[config.mk]
export PLATFORM = sky130hd
export DESIGN_NAME = pipe_credit_rx
export DESIGN_NICKNAME = d
export VERILOG_FILES = /design/src/rtl/pipe_link_pkg.sv /design/src/rtl/pipe_credit_rx_mem.sv /design/src/rtl/pipe_delay.sv /design/src/rtl/pipe_credit_rx.sv
export SDC_FILE = /design/constraint.sdc
export NUM_CORES = 1
export LEC_CHECK = 0
export BUFFER_PORTS_ARGS = -buffer_cell sky130_fd_sc_hd__buf_4
export CORE_MARGIN = 2
export CORE_UTILIZATION = 55
export CTS_CLUSTER_SIZE = 28
export DETAILED_ROUTE_END_ITERATION = 6
export PLACE_DENSITY = 0.77
export SLEW_MARGIN = 25
export SYNTH_ARGS = -nofsm -noshare
export SYNTH_HDL_FRONTEND = slang
export SYNTH_SLANG_ARGS = --single-unit
export TNS_END_PERCENT = 1
[constraint.sdc]
create_clock -name clk -period 2.6 [get_ports clk]
set_clock_uncertainty 0.1 [all_clocks]
set_input_delay 0.13 -clock clk [delete_from_list [all_inputs] [get_ports clk]]
set_output_delay 0.13 -clock clk [all_outputs]
set_load 0.1 [all_outputs]
[src/rtl/pipe_link_pkg.sv]
// rtl/pipe_link_pkg.sv - shared sizing helpers for the credit-based pipe link
package pipe_link_pkg;

   localparam int DEFAULT_LINK_DEPTH = 4;

   // Width able to hold 0..depth; sizes both the rx level and the sender's credit counter.
   function automatic int credit_w(input int depth);
      return $clog2(depth + 1);
   endfunction

endpackage

[src/rtl/pipe_credit_rx_mem.sv]
// rtl/pipe_credit_rx_mem.sv - DEPTH x ELEM_WIDTH register array, async read, no reset
module pipe_credit_rx_mem #(
   parameter int ELEM_WIDTH = 32,
   parameter int DEPTH      = 4,
   parameter int AW         = $clog2(DEPTH)
) (
   input  logic                  clk,
   input  logic                  we_i,
   input  logic [AW-1:0]         waddr_i,
   input  logic [ELEM_WIDTH-1:0] wdata_i,
   input  logic [AW-1:0]         raddr_i,
   output logic [ELEM_WIDTH-1:0] rdata_o
);

   logic [ELEM_WIDTH-1:0] mem_q [DEPTH];

   always_ff @(posedge clk) begin
      if (we_i) mem_q[waddr_i] <= wdata_i;
   end

   assign rdata_o = mem_q[raddr_i];

endmodule

[src/rtl/pipe_delay.sv]
// rtl/pipe_delay.sv - fixed-latency register chain, NUM_STAGE=0 is a wire
module pipe_delay #(
   parameter int NUM_STAGE  = 1,
   parameter int ELEM_WIDTH = 1,
   parameter bit RESET_EN   = 1'b1
) (
   input  logic                  clk,
   input  logic                  arst_n,
   input  logic [ELEM_WIDTH-1:0] data_i,
   output logic [ELEM_WIDTH-1:0] data_o
);

   // Bypass and no-reset builds leave clk/arst_n unread.
   logic unused_ok;
   assign unused_ok = ^{clk, arst_n};

   if (NUM_STAGE == 0) begin : g_bypass
      assign data_o = data_i;
   end else begin : g_chain
      logic [ELEM_WIDTH-1:0] stage_q [NUM_STAGE];

      if (RESET_EN) begin : g_rst
         always_ff @(posedge clk or negedge arst_n) begin
            if (!arst_n) begin
               for (int k = 0; k < NUM_STAGE; k++) stage_q[k] <= '0;
            end else begin
               stage_q[0] <= data_i;
               for (int k = 1; k < NUM_STAGE; k++) stage_q[k] <= stage_q[k-1];
            end
         end
      end else begin : g_norst
         always_ff @(posedge clk) begin
            stage_q[0] <= data_i;
            for (int k = 1; k < NUM_STAGE; k++) stage_q[k] <= stage_q[k-1];
         end
      end

      assign data_o = stage_q[NUM_STAGE-1];
   end

endmodule

[src/rtl/pipe_credit_rx.sv]
// rtl/pipe_credit_rx.sv - receive terminator for a fixed-latency pipe: buffers in-flight
// words and returns one credit per consumed word so the sender never overruns DEPTH.
module pipe_credit_rx
   import pipe_link_pkg::*;
#(
   parameter int ELEM_WIDTH    = 32,
   parameter int DEPTH         = DEFAULT_LINK_DEPTH,
   parameter int CREDIT_STAGES = 0
) (
   input  logic                       clk,
   input  logic                       arst_n,
   input  logic                       in_valid,
   input  logic [ELEM_WIDTH-1:0]      in_data,
   output logic                       out_valid,
   input  logic                       out_ready,
   output logic [ELEM_WIDTH-1:0]      out_data,
   output logic                       credit_out,
   output logic [credit_w(DEPTH)-1:0] level,
   output logic                       overflow,
   input  logic                       overflow_clr
);

   localparam int AW = $clog2(DEPTH);
   localparam int LW = credit_w(DEPTH);

   logic [AW-1:0] rd_ptr_q, rd_ptr_d;
   logic [AW-1:0] wr_ptr_q, wr_ptr_d;
   logic [LW-1:0] level_q, level_d;
   logic          overflow_q, overflow_d;
   logic          credit_q;
   logic          full, pop, push, drop;

   // Explicit wrap so non-power-of-two depths work.
   function automatic logic [AW-1:0] ptr_inc(input logic [AW-1:0] p);
      return (p == AW'(DEPTH - 1)) ? '0 : p + 1'b1;
   endfunction

   always_comb begin
      full       = (level_q == LW'(DEPTH));
      pop        = (level_q != '0) && out_ready;
      push       = in_valid && (!full || pop);
      drop       = in_valid && full && !pop;
      rd_ptr_d   = rd_ptr_q;
      wr_ptr_d   = wr_ptr_q;
      level_d    = level_q;
      overflow_d = overflow_q;

      if (pop)  rd_ptr_d = ptr_inc(rd_ptr_q);
      if (push) wr_ptr_d = ptr_inc(wr_ptr_q);

      case ({push, pop})
         2'b10:   level_d = level_q + 1'b1;
         2'b01:   level_d = level_q - 1'b1;
         default: level_d = level_q;
      endcase

      // A new drop outranks a clear arriving in the same cycle.
      if (drop)              overflow_d = 1'b1;
      else if (overflow_clr) overflow_d = 1'b0;
   end

   always_ff @(posedge clk or negedge arst_n) begin
      if (!arst_n) begin
         rd_ptr_q   <= '0;
         wr_ptr_q   <= '0;
         level_q    <= '0;
         overflow_q <= 1'b0;
         credit_q   <= 1'b0;
      end else begin
         rd_ptr_q   <= rd_ptr_d;
         wr_ptr_q   <= wr_ptr_d;
         level_q    <= level_d;
         overflow_q <= overflow_d;
         credit_q   <= pop;
      end
   end

   pipe_credit_rx_mem #(
      .ELEM_WIDTH (ELEM_WIDTH),
      .DEPTH      (DEPTH),
      .AW         (AW)
   ) u_mem (
      .clk     (clk),
      .we_i    (push),
      .waddr_i (wr_ptr_q),
      .wdata_i (in_data),
      .raddr_i (rd_ptr_q),
      .rdata_o (out_data)
   );

   pipe_delay #(
      .NUM_STAGE  (CREDIT_STAGES),
      .ELEM_WIDTH (1),
      .RESET_EN   (1'b1)
   ) u_credit_dly (
      .clk    (clk),
      .arst_n (arst_n),
      .data_i (credit_q),
      .data_o (credit_out)
   );

   assign out_valid = (level_q != '0);
   assign level     = level_q;
   assign overflow  = overflow_q;

endmodule

* Word level (Yosys, flattened, before mapping) *
Memories as Yosys holds them, arrays and structs flattened.
Cells that the tools add are included.

word-level totals
  bits in registers = 9
  RAM bits = 128
  input bits = 37
  output and inout port bits = 38
  word-level logic and storage cells = 32
  memories = 1

memory list
  name         depth  bits a word  rd ports  clocked after Yosys merged registers in  write ports  RTL line                  text
  u_mem.mem_q  4      32           1         0                                        1            pipe_credit_rx_mem.sv:15  logic [ELEM_WIDTH-1:0] mem_q [DEPTH];

cells by class
  add/sub/neg operators = 4
  equality and inequality tests = 5
  muxes and demuxes = 7
  reduce and logical (&&, ||, !) cells = 10

operators by type and width
  operator                                           count
  == test 2 bit (second input constant)              3
  case mux 3 bit (2 select lines)                    1
  adder 2 x 1 -> 2 bit (second input constant)       2
  logical AND 1 bit                                  4
  two-way mux 1 bit                                  4
  two-way mux 2 bit                                  2
  nonzero test 2 bit                                 2
  adder 3 x 1 -> 3 bit (second input constant)       1
  == test 3 bit (second input constant)              1
  nonzero test 3 bit                                 1
  subtractor 3 x 1 -> 3 bit (second input constant)  1
  == test 2 x 1 -> 1 bit (second input constant)     1
  zero test 1 bit                                    2
  logical OR 1 bit                                   1

* Longest topological paths before layout *
Gate-level depths: netlist of run 1.

  depth after elaboration = 6
  mapped depth = 7
  mapped depth without buffers = 6

* Cells and area by module *
A second synthesis of run 1 with hierarchy kept.

unflattened totals
  cell total of the unflattened synthesis = 208
  area total of the unflattened synthesis = 5170.0 µm²

modules (own cells, without submodules)
  module              instances  cells an instance  area each (µm²)  sequential area each (µm²)
  pipe_credit_rx_mem  1          171                4689.5           3843.7
  pipe_credit_rx      1          36                 473.0            225.2
  pipe_delay          1          1                  7.5              0.0

* Least setup slack after synthesis of run 1 *
No wires, ideal clock.

  kind = register to register
  from = register level_q[0] (netlist: level[0])
  to = register level_q[1] (netlist: level[1])
  library setup time = 0.087 ns
  data arrival time = 2.529 ns
  data required time = 2.413 ns
  slack = -0.116 ns
  stages on the path, launching flop included = 7
  buffers on the path = 0
  period minus slack after synthesis = 2.716 ns
  path through = dfrtp_1 -> o31ai_2 -> or2_2 -> fa_1 -> o21ba_2 -> o211ai_1 -> a22oi_1

on the way
  cells in the longest elaborated chain, start to end = 6
  elaborated cells on any way between the ends = 12
  those cells by class = add/sub: 2; eq/ne: 3; mux: 1; reduce/logical: 6

ends and longest elaborated chain
  element                                                                RTL line                                    text
  start, declared                                                        pipe_credit_rx.sv:28                        logic [LW-1:0] level_q, level_d;
  start signal, assigned                                                 pipe_credit_rx.sv:72                        level_q <= level_d;
  == test 3 bit or nonzero test 3 bit (tied branches)                    pipe_credit_rx.sv:39, pipe_credit_rx.sv:40
  zero test 1 bit or logical AND 1 bit (tied branches)                   pipe_credit_rx.sv:41, pipe_credit_rx.sv:40
  logical OR 1 bit                                                       pipe_credit_rx.sv:41                        push = in_valid && (!full || pop);
  logical AND 1 bit                                                      pipe_credit_rx.sv:41
  == test 2 x 1 -> 1 bit or == test 2 bit (tied branches)                pipe_credit_rx.sv:51                        case ({push, pop})
  case mux 3 bit (2 select lines) or nonzero test 2 bit (tied branches)  -

Parallel ways exist; a longest one is shown, timed or not.
A chain may end at the register's enable or synchronous reset.

* Final worst setup path of run 1 *
  from = register level_q[0] (netlist: level[0])
  to = register level_q[2] (netlist: level[2])

Same word-level chain as after synthesis.

==> flow_summary.toml, run 1 <==
[job]
max_cap_violations = 0

[timing]
fin_crit_ns = 2.47
drv_slew = 0
post-route-period-util = 0.951
hold_viol = 0
fin_setup_tns_ns = 0
worst_pin_slew_ns = 0.854
max_freq_mhz = 404
slew_headroom = 0.431
rsz0062_at_grt = "no"
setup_viol = 0

[critical_path]
cp_top_family = "buffers and inverters"
crit_slowest_cell = "dlygate4sd3_1"
rr_startpoint = "level[0]"
worstPathRequired_ns = 2.89
cpPeakStageDelay_ns = 0.57
worst-path-buf-inv = 1
cp.arrival_ns = 2.77
cp-end-kind = "register"
worstPathMaxFanout = 8
ff2ff_path_depth = 7
reg2reg_slack_ns = 0.13
path_class = "register to register"
reg2reg_to = "level[2]"
start_kind = "register"
path_cells = "o31ai_2, or2_2, fa_1, nand2b_1, o211ai_1, dlygate4sd3_1, nand3_1"

[layout]
syn2layout_area_growth_pct = 33.5
multi_input_area_um2 = 1070
finalInstanceArea_um2 = 6960
layout-drive-gt1-share = 0.431
fin_nets = 397
register_area_um2 = 4080
fin_cells = 478
finish.utilization = 0.757
fillers = 532
antenna-diode-count = 0

[routing]
ant_nets = 0
routed_wl_mm = 9.24
drt_iter0_drc = 105
via_per_inst = 5.50
drc = 0
first_pass_iters = 4
wl_per_cell_um = 19.3
dr_total_vias = 2629

[clock_tree]
cts_setup_buffers = 0
cts-htree-levels = 4
cts_root_buffer = "clkbuf_8"
clkLatencyLatePin_ns = 0.51
cts_tree = "yes"
cts.path.max_buffers = 2
cts_buffers = 17
clk_pin_slew_ns = 0.06
cts.sinks = 137

[global_routing]
grt_max_degree = 35
grt_pass1_wl_mm = 14.7
track_usage = 0.198
antenna_found_initial = 0
grt_pass1_vias = 2870
overflow = 0

[place]
globalplace.congestion = 0.811
dpl_cell_area_um2 = 5950
dp_cells = 407
io_buffers = 74
dpl.hpwl_mm = 5.41

[synthesis]
ys.flop_type = "edfxtp_1"
yosys_warnings = 0
synth-edff-count = 128
ys_ff_latch = 137
ys_top_cells_by_area = "edfxtp_1 74%, mux4_2 14%, dfrtp_1 4.3%"
synth-seq-area-share = 0.781
avgSynthCellArea_um2 = 23.1
netlist_area_um2 = 5210
synthCells = 226
syn_nets = 269
synth_common_cells = "128 x edfxtp_1, 32 x mux4_2, 9 x dfrtp_1"
synthMostInstantiatedCell = "edfxtp_1"
ys_types = 32
synth_top_area_frac = 0.738
synth_top_area_cell = "edfxtp_1"
async_reset_ff_frac = 0.0657

[floorplan]
io-pin-count = 75
rows = 35
die_y_um = 101
die-area_um2 = 10300
core_area_um2 = 9200
start_util = 0.567
die_x_um = 101

[hold_path]
hold_start = "in_data[8]"
hold_depth = 2
hold-path-endpoint = "u_mem.mem_q[1][8]"
hp-class = "input pin to register"

[run_status]
status = "finished, final reports clean"
## cells in the final DEF (no fill, tap or decap), drive strengths merged, types with 3 or more instances in the layout
cell         netlist  final
buf                8     80
ha                 5      5
mux2               3      3
nor2               4      4
bufinv             0      4
mux4              32     32
edfxtp           128    128
and2               4      4
dfrtp              9      9
clkinv             0      5
inv                6      9
clkbuf             2     18
dlygate4sd3        0     39
## final cells by class
cell class                 instances  share of cell area
multi-input combinational         73               0.154
tap                              111              0.0200
clock inverter                    14              0.0279
sequential                       137               0.586
clock buffer                      18              0.0601
inverter                           6             0.00324
timing repair buffer             119               0.150
## flip-flops by register name, summed over array words and instances, names as in the netlist
name,count
overflow,1
wr_ptr_q,2
rd_ptr_q,2
level,3
u_mem.mem_q,128
credit_q,1
## logic make-up after synthesis
kind of cell	Yosys count	synth area share
simple gates	20	0.0250
xor+xnor	2	0.00336
flops	137	0.781
buf+inv	16	0.0149
fa+ha+maj	6	0.0159
mux	35	0.145
compound gates	10	0.0151
## worst register-to-register path, delay by kind of cell, from the launching register on
kind	cells	cell delay, ns
and+or+nand+nor	3	0.53
buffers and inverters	1	0.57
AOI/OAI and AO/OA	2	0.30
DFF	1	0.45
adders and majority gates	1	0.40
## routing by layer
layer | routed length [µm] | part of all wire | global-route usage | vias up
met5 | 0 | 0 | 0 | -
met3 | 469 | 0.051 | 0.0573 | 12
met2 | 4750 | 0.51 | 0.328 | 86
met1 | 3910 | 0.42 | 0.254 | 1335
li1 | - | - | - | 1196
met4 | 105 | 0.011 | 0.0728 | 0
## worst max-delay path by stage
stage               startpoint                end  cells after the start
finish                level[0]           level[2]                      7
global route          level[0]           level[2]                      7
CTS                   level[2]           level[2]                      7
detailed placement    level[2]           level[1]                      6
global placement      level[0]           level[1]                      6
floorplan             level[1]  u_mem.mem_q[1][0]                      3
## stage by stage
step	setup slack, ns	hold WS, ns
3_5_place_dp	0.414	-0.136
4_1_cts	0.0709	0.236
2_1_floorplan	-0.0815	-0.266
3_3_place_gp	0.463	-0.137
5_1_grt	0.0153	0.244
6_report	0.127	0.259
## repair_timing
| action | in CTS | in global routing |
|---|---|---|
| setup endpoints to repair | 0 | 1 |
| gates resized for setup | 0 | 2 |
| hold buffers | 39 | 0 |
| hold endpoints to repair | 144 | 0 |
Power of run 1 is left out: the tool's default activity adds up to more than one toggle a clock period on the data nets, which glitch-free logic cannot reach.
==> run 2: changes to the inputs <==
==> constraint.sdc (replaced) <==
create_clock -name clk -period 2.4 [get_ports clk]
set_clock_uncertainty 0.1 [all_clocks]
set_input_delay 0.12 -clock clk [delete_from_list [all_inputs] [get_ports clk]]
set_output_delay 0.12 -clock clk [all_outputs]
set_load 0.1 [all_outputs]
==> flow_summary.toml, run 2 (synthesized netlist as in run 1, its figures left out) <==
[run_status]
status = "finished, final reports clean"

[layout]
final_common_cell = "edfxtp_1"
largest_register_ffs = 128
fin_nets = 399
antenna-diode-count = 0
final_cell_mix = "128 x edfxtp_1, 77 x buf_4, 38 x dlygate4sd3_1"
finalInstanceArea_um2 = 6950
fin_cells = 480
layout-drive-gt1-share = 0.431
syn2layout_area_growth_pct = 33.4
top_register = "u_mem.mem_q"
finish.utilization = 0.756
fillers = 522

[global_routing]
grt_pass1_wl_mm = 15.0
antenna_found_initial = 0
track_usage = 0.202
grt_pass1_vias = 2799
grt_max_degree = 27
overflow = 0

[routing]
dr_total_vias = 2667
first_pass_iters = 4
ant_nets = 0
via_per_inst = 5.56
drt_iter0_drc = 174
drc = 0
wl_per_cell_um = 19.8
routed_wl_mm = 9.52

[clock_tree]
cts.path.max_buffers = 2
cts_tree = "yes"
cts_buffers = 17
clk_pin_slew_ns = 0.06
clkLatencyLatePin_ns = 0.50
cts_setup_buffers = 0
cts-htree-levels = 4
cts.sinks = 137
cts_root_buffer = "clkbuf_8"

[timing]
setup_viol = 0
max_freq_mhz = 464
rsz0062_at_grt = "no"
fin_setup_tns_ns = 0
worst_pin_slew_ns = 0.455
slew_headroom = 0.696
drv_slew = 0
post-route-period-util = 0.899
hold_viol = 0
fin_crit_ns = 2.16

[critical_path]
endpoint = "out_data[26]"
worstPathRequired_ns = 2.18
rr_startpoint = "level[0]"
ff2ff_path_depth = 6
reg2reg_to = "level[1]"
start_kind = "register"
path_class = "register to primary output"
reg2reg_slack_ns = 0.32
cp-end-kind = "primary output"
worstPathMaxFanout = 12
cp.arrival_ns = 1.94
crit_start = "rd_ptr_q[0]"

[floorplan]
core_area_um2 = 9200
rows = 35
die-area_um2 = 10300
die_y_um = 101
io-pin-count = 75
start_util = 0.567
die_x_um = 101

[job]
max_cap_violations = 0

[place]
dpl.hpwl_mm = 5.47
io_buffers = 74
globalplace.congestion = 0.845
dpl_cell_area_um2 = 6000
dp_cells = 410

[hold_path]
hp-class = "input pin to register"
[run 2: changes by cell type in the layout (fill, tap and decap cells not counted)]
cell,change
buf_12,+2
bufinv_16,-2
clkinvlp_4,+2
dfrtp_1,+2
dfrtp_2,-2
buf_4,+1
clkinv_4,+1
dlygate4sd3_1,-1
inv_6,-1
[run 2: metal layers]
| layer | wire [µm] | track usage | vias up |
|---|---|---|---|
| met1 | 4160 | 0.274 | 1389 |
| met4 | 50 | 0.0593 | 0 |
| li1 | - | - | 1198 |
| met5 | 0 | 0 | - |
| met3 | 406 | 0.0600 | 4 |
| met2 | 4900 | 0.323 | 76 |
[run 2: how the worst min path moves through the flow]
stage / slack [ns] / endpoint / depth (start not counted) / startpoint
2_1_floorplan: -0.28 / credit_q / 0 / arst_n
3_3_place_gp: -0.15 / overflow / 1 / arst_n
3_5_place_dp: -0.14 / overflow / 1 / arst_n
4_1_cts: 0.23 / u_mem.mem_q[3][26] / 2 / in_data[26]
5_1_grt: 0.25 / u_mem.mem_q[0][15] / 2 / in_data[15]
6_report: 0.25 / u_mem.mem_q[0][15] / 2 / in_data[15]
[run 2: worst max-delay path, cell delays in order, from the launching register on]
cell,delay [ns]
dfrtp_2,0.38
buf_4,0.25
mux4_2,0.55
buf_4,0.25
[run 2: layout make-up]
class | count | area [µm²] | share of cell area
repair buffers | 121 | 1080 | 0.155
well taps | 111 | 139 | 0.0200
inverters | 6 | 22.5 | 0.00324
clock buffers | 18 | 418 | 0.0601
flip-flops and latches | 137 | 4070 | 0.586
clock inverters | 14 | 149 | 0.0214
multi-input cells | 73 | 1070 | 0.154
[run 2: what timing repair did]
action,4_1_cts,5_1_grt
hold buffers,38,0
hold endpoints to repair,142,0
gates resized for setup,0,0
[run 2: metrics by stage]
stage	hold WS [ns]	setup slack, ns
floorplan	-0.276	-0.281
global placement	-0.146	0.439
detailed placement	-0.145	0.334
CTS	0.228	0.196
global route	0.252	0.159
finish	0.252	0.243
Power of run 2 is left out for the same reason.
==> run 3: changes to the inputs <==
--- a/config.mk
+++ b/config.mk
@@ -8,7 +8,8 @@
 export BUFFER_PORTS_ARGS = -buffer_cell sky130_fd_sc_hd__buf_4
 export CORE_MARGIN = 2
 export CORE_UTILIZATION = 55
-export CTS_CLUSTER_SIZE = 28
+export CTS_BUF_LIST = sky130_fd_sc_hd__clkbuf_8
+export CTS_CLUSTER_SIZE = 24
 export DETAILED_ROUTE_END_ITERATION = 6
 export PLACE_DENSITY = 0.77
 export SLEW_MARGIN = 25
==> flow_summary.toml, run 3 (synthesized netlist as in run 1, its figures left out) <==
[run_status]
status = "finished, final reports clean"

[layout]
antenna-diode-count = 0
fin_nets = 399
syn2layout_area_growth_pct = 29.9
finalInstanceArea_um2 = 6770
multi_input_area_um2 = 1070
final_cell_mix = "128 x edfxtp_1, 77 x buf_4, 38 x dlygate4sd3_1"
largest_register_ffs = 128
layout-drive-gt1-share = 0.431
fillers = 534
top_register = "u_mem.mem_q"
final_common_cell = "edfxtp_1"
register_area_um2 = 4070

[clock_tree]
cts_tree = "yes"
cts.path.max_buffers = 2
cts_root_buffer = "clkbuf_8"
cts_setup_buffers = 0
cts-htree-levels = 4
cts.sinks = 137
cts_buffers = 17
clkLatencyLatePin_ns = 0.41
cts_resized = 0
clk_pin_slew_ns = 0.08

[critical_path]
path_class = "register to register"
cp.arrival_ns = 2.32
cp-end-kind = "register"
ff2ff_path_depth = 6
worstPathRequired_ns = 2.62
worstPathMaxFanout = 8
start_kind = "register"
reg2reg_to = "level[1]"
reg2reg_slack_ns = 0.31
rr_startpoint = "level[0]"

[floorplan]
rows = 35
core_area_um2 = 9200
die_y_um = 101
die-area_um2 = 10300
start_util = 0.567
io-pin-count = 75
die_x_um = 101

[global_routing]
grt_pass1_vias = 2770
overflow = 0
grt_max_degree = 27
track_usage = 0.192
grt_pass1_wl_mm = 14.3
antenna_found_initial = 0

[place]
io_buffers = 74
globalplace.congestion = 0.845
dpl_cell_area_um2 = 6000
dpl.hpwl_mm = 5.47

[routing]
ant_nets = 0
first_pass_iters = 4
via_per_inst = 5.47
drt_iter0_drc = 91
dr_total_vias = 2624
wl_per_cell_um = 19.0
routed_wl_mm = 9.12
drc = 0

[hold_path]
hp-class = "input pin to register"
hold_start = "in_data[26]"
hold-path-endpoint = "u_mem.mem_q[3][26]"
hold_depth = 2

[timing]
hold_viol = 0
setup_viol = 0
slew_headroom = 0.689
worst_pin_slew_ns = 0.465
fin_crit_ns = 2.09
rsz0062_at_grt = "no"
post-route-period-util = 0.872
drv_slew = 0
max_freq_mhz = 478

[job]
max_cap_violations = 0
run 3: cell count changes in the layout (fill, tap and decap cells not counted):
cell | previous run | this run
clkbuf_16 | 16 | 0
clkbuf_8 | 1 | 17
clkbuf_1 | 1 | 0
inv_1 | 6 | 7
run 3: routing by layer:
metal / global-route usage / share of wire / vias to the layer above / wire length, µm
met5: 0 / 0 / - / 0
met1: 0.253 / 0.43 / 1352 / 3930
met4: 0.0530 / 0.0052 / 0 / 47
li1: - / - / 1191 / -
met2: 0.315 / 0.52 / 75 / 4730
met3: 0.0587 / 0.046 / 6 / 416
run 3: repair_timing:
item | 4_1_cts | 5_1_grt
endpoints found under the hold margin | 140 | 0
setup endpoints to repair | 0 | 0
hold buffers | 38 | 0
run 3: stage by stage:
| step | TNS, ns | std cells | hold slack, ns | utilization | setup WS, ns |
|---|---|---|---|---|---|
| floorplan | -27.34 | 226 | -0.276 | - | -0.281 |
| global placement | 0 | 410 | -0.146 | 0.653 | 0.439 |
| detailed placement | 0 | 410 | -0.145 | 0.653 | 0.334 |
| CTS | 0 | 480 | 0.319 | 0.736 | 0.281 |
| global route | 0 | 480 | 0.332 | 0.736 | 0.225 |
| finish | 0 | 480 | 0.344 | 0.736 | 0.307 |
run 3: how the worst max path moves through the flow:
stage,start,slack (ns),endpoint,depth (start not counted)
floorplan,level[1],-0.28,u_mem.mem_q[1][0],3
global placement,level[2],0.44,level[1],6
detailed placement,level[0],0.33,level[1],6
CTS,rd_ptr_q[0],0.28,out_data[26],3
global route,level[1],0.23,level[1],6
finish,level[0],0.31,level[1],6
run 3: critical path: stages, from the launching register on:
cell	delay [ns]
dfrtp_2	0.48
o31ai_2	0.31
or2_2	0.16
fa_1	0.41
o21ba_2	0.25
o211ai_1	0.09
a22oi_1	0.21
run 3: final cells by class:
class                   instances  area share
flip-flops and latches        137       0.602
repair buffers                121       0.159
multi-input cells              73       0.158
clock buffers                  17      0.0346
clock inverters                15      0.0226
well taps                     111      0.0205
inverters                       6     0.00333
Power of run 3 is left out for the same reason.
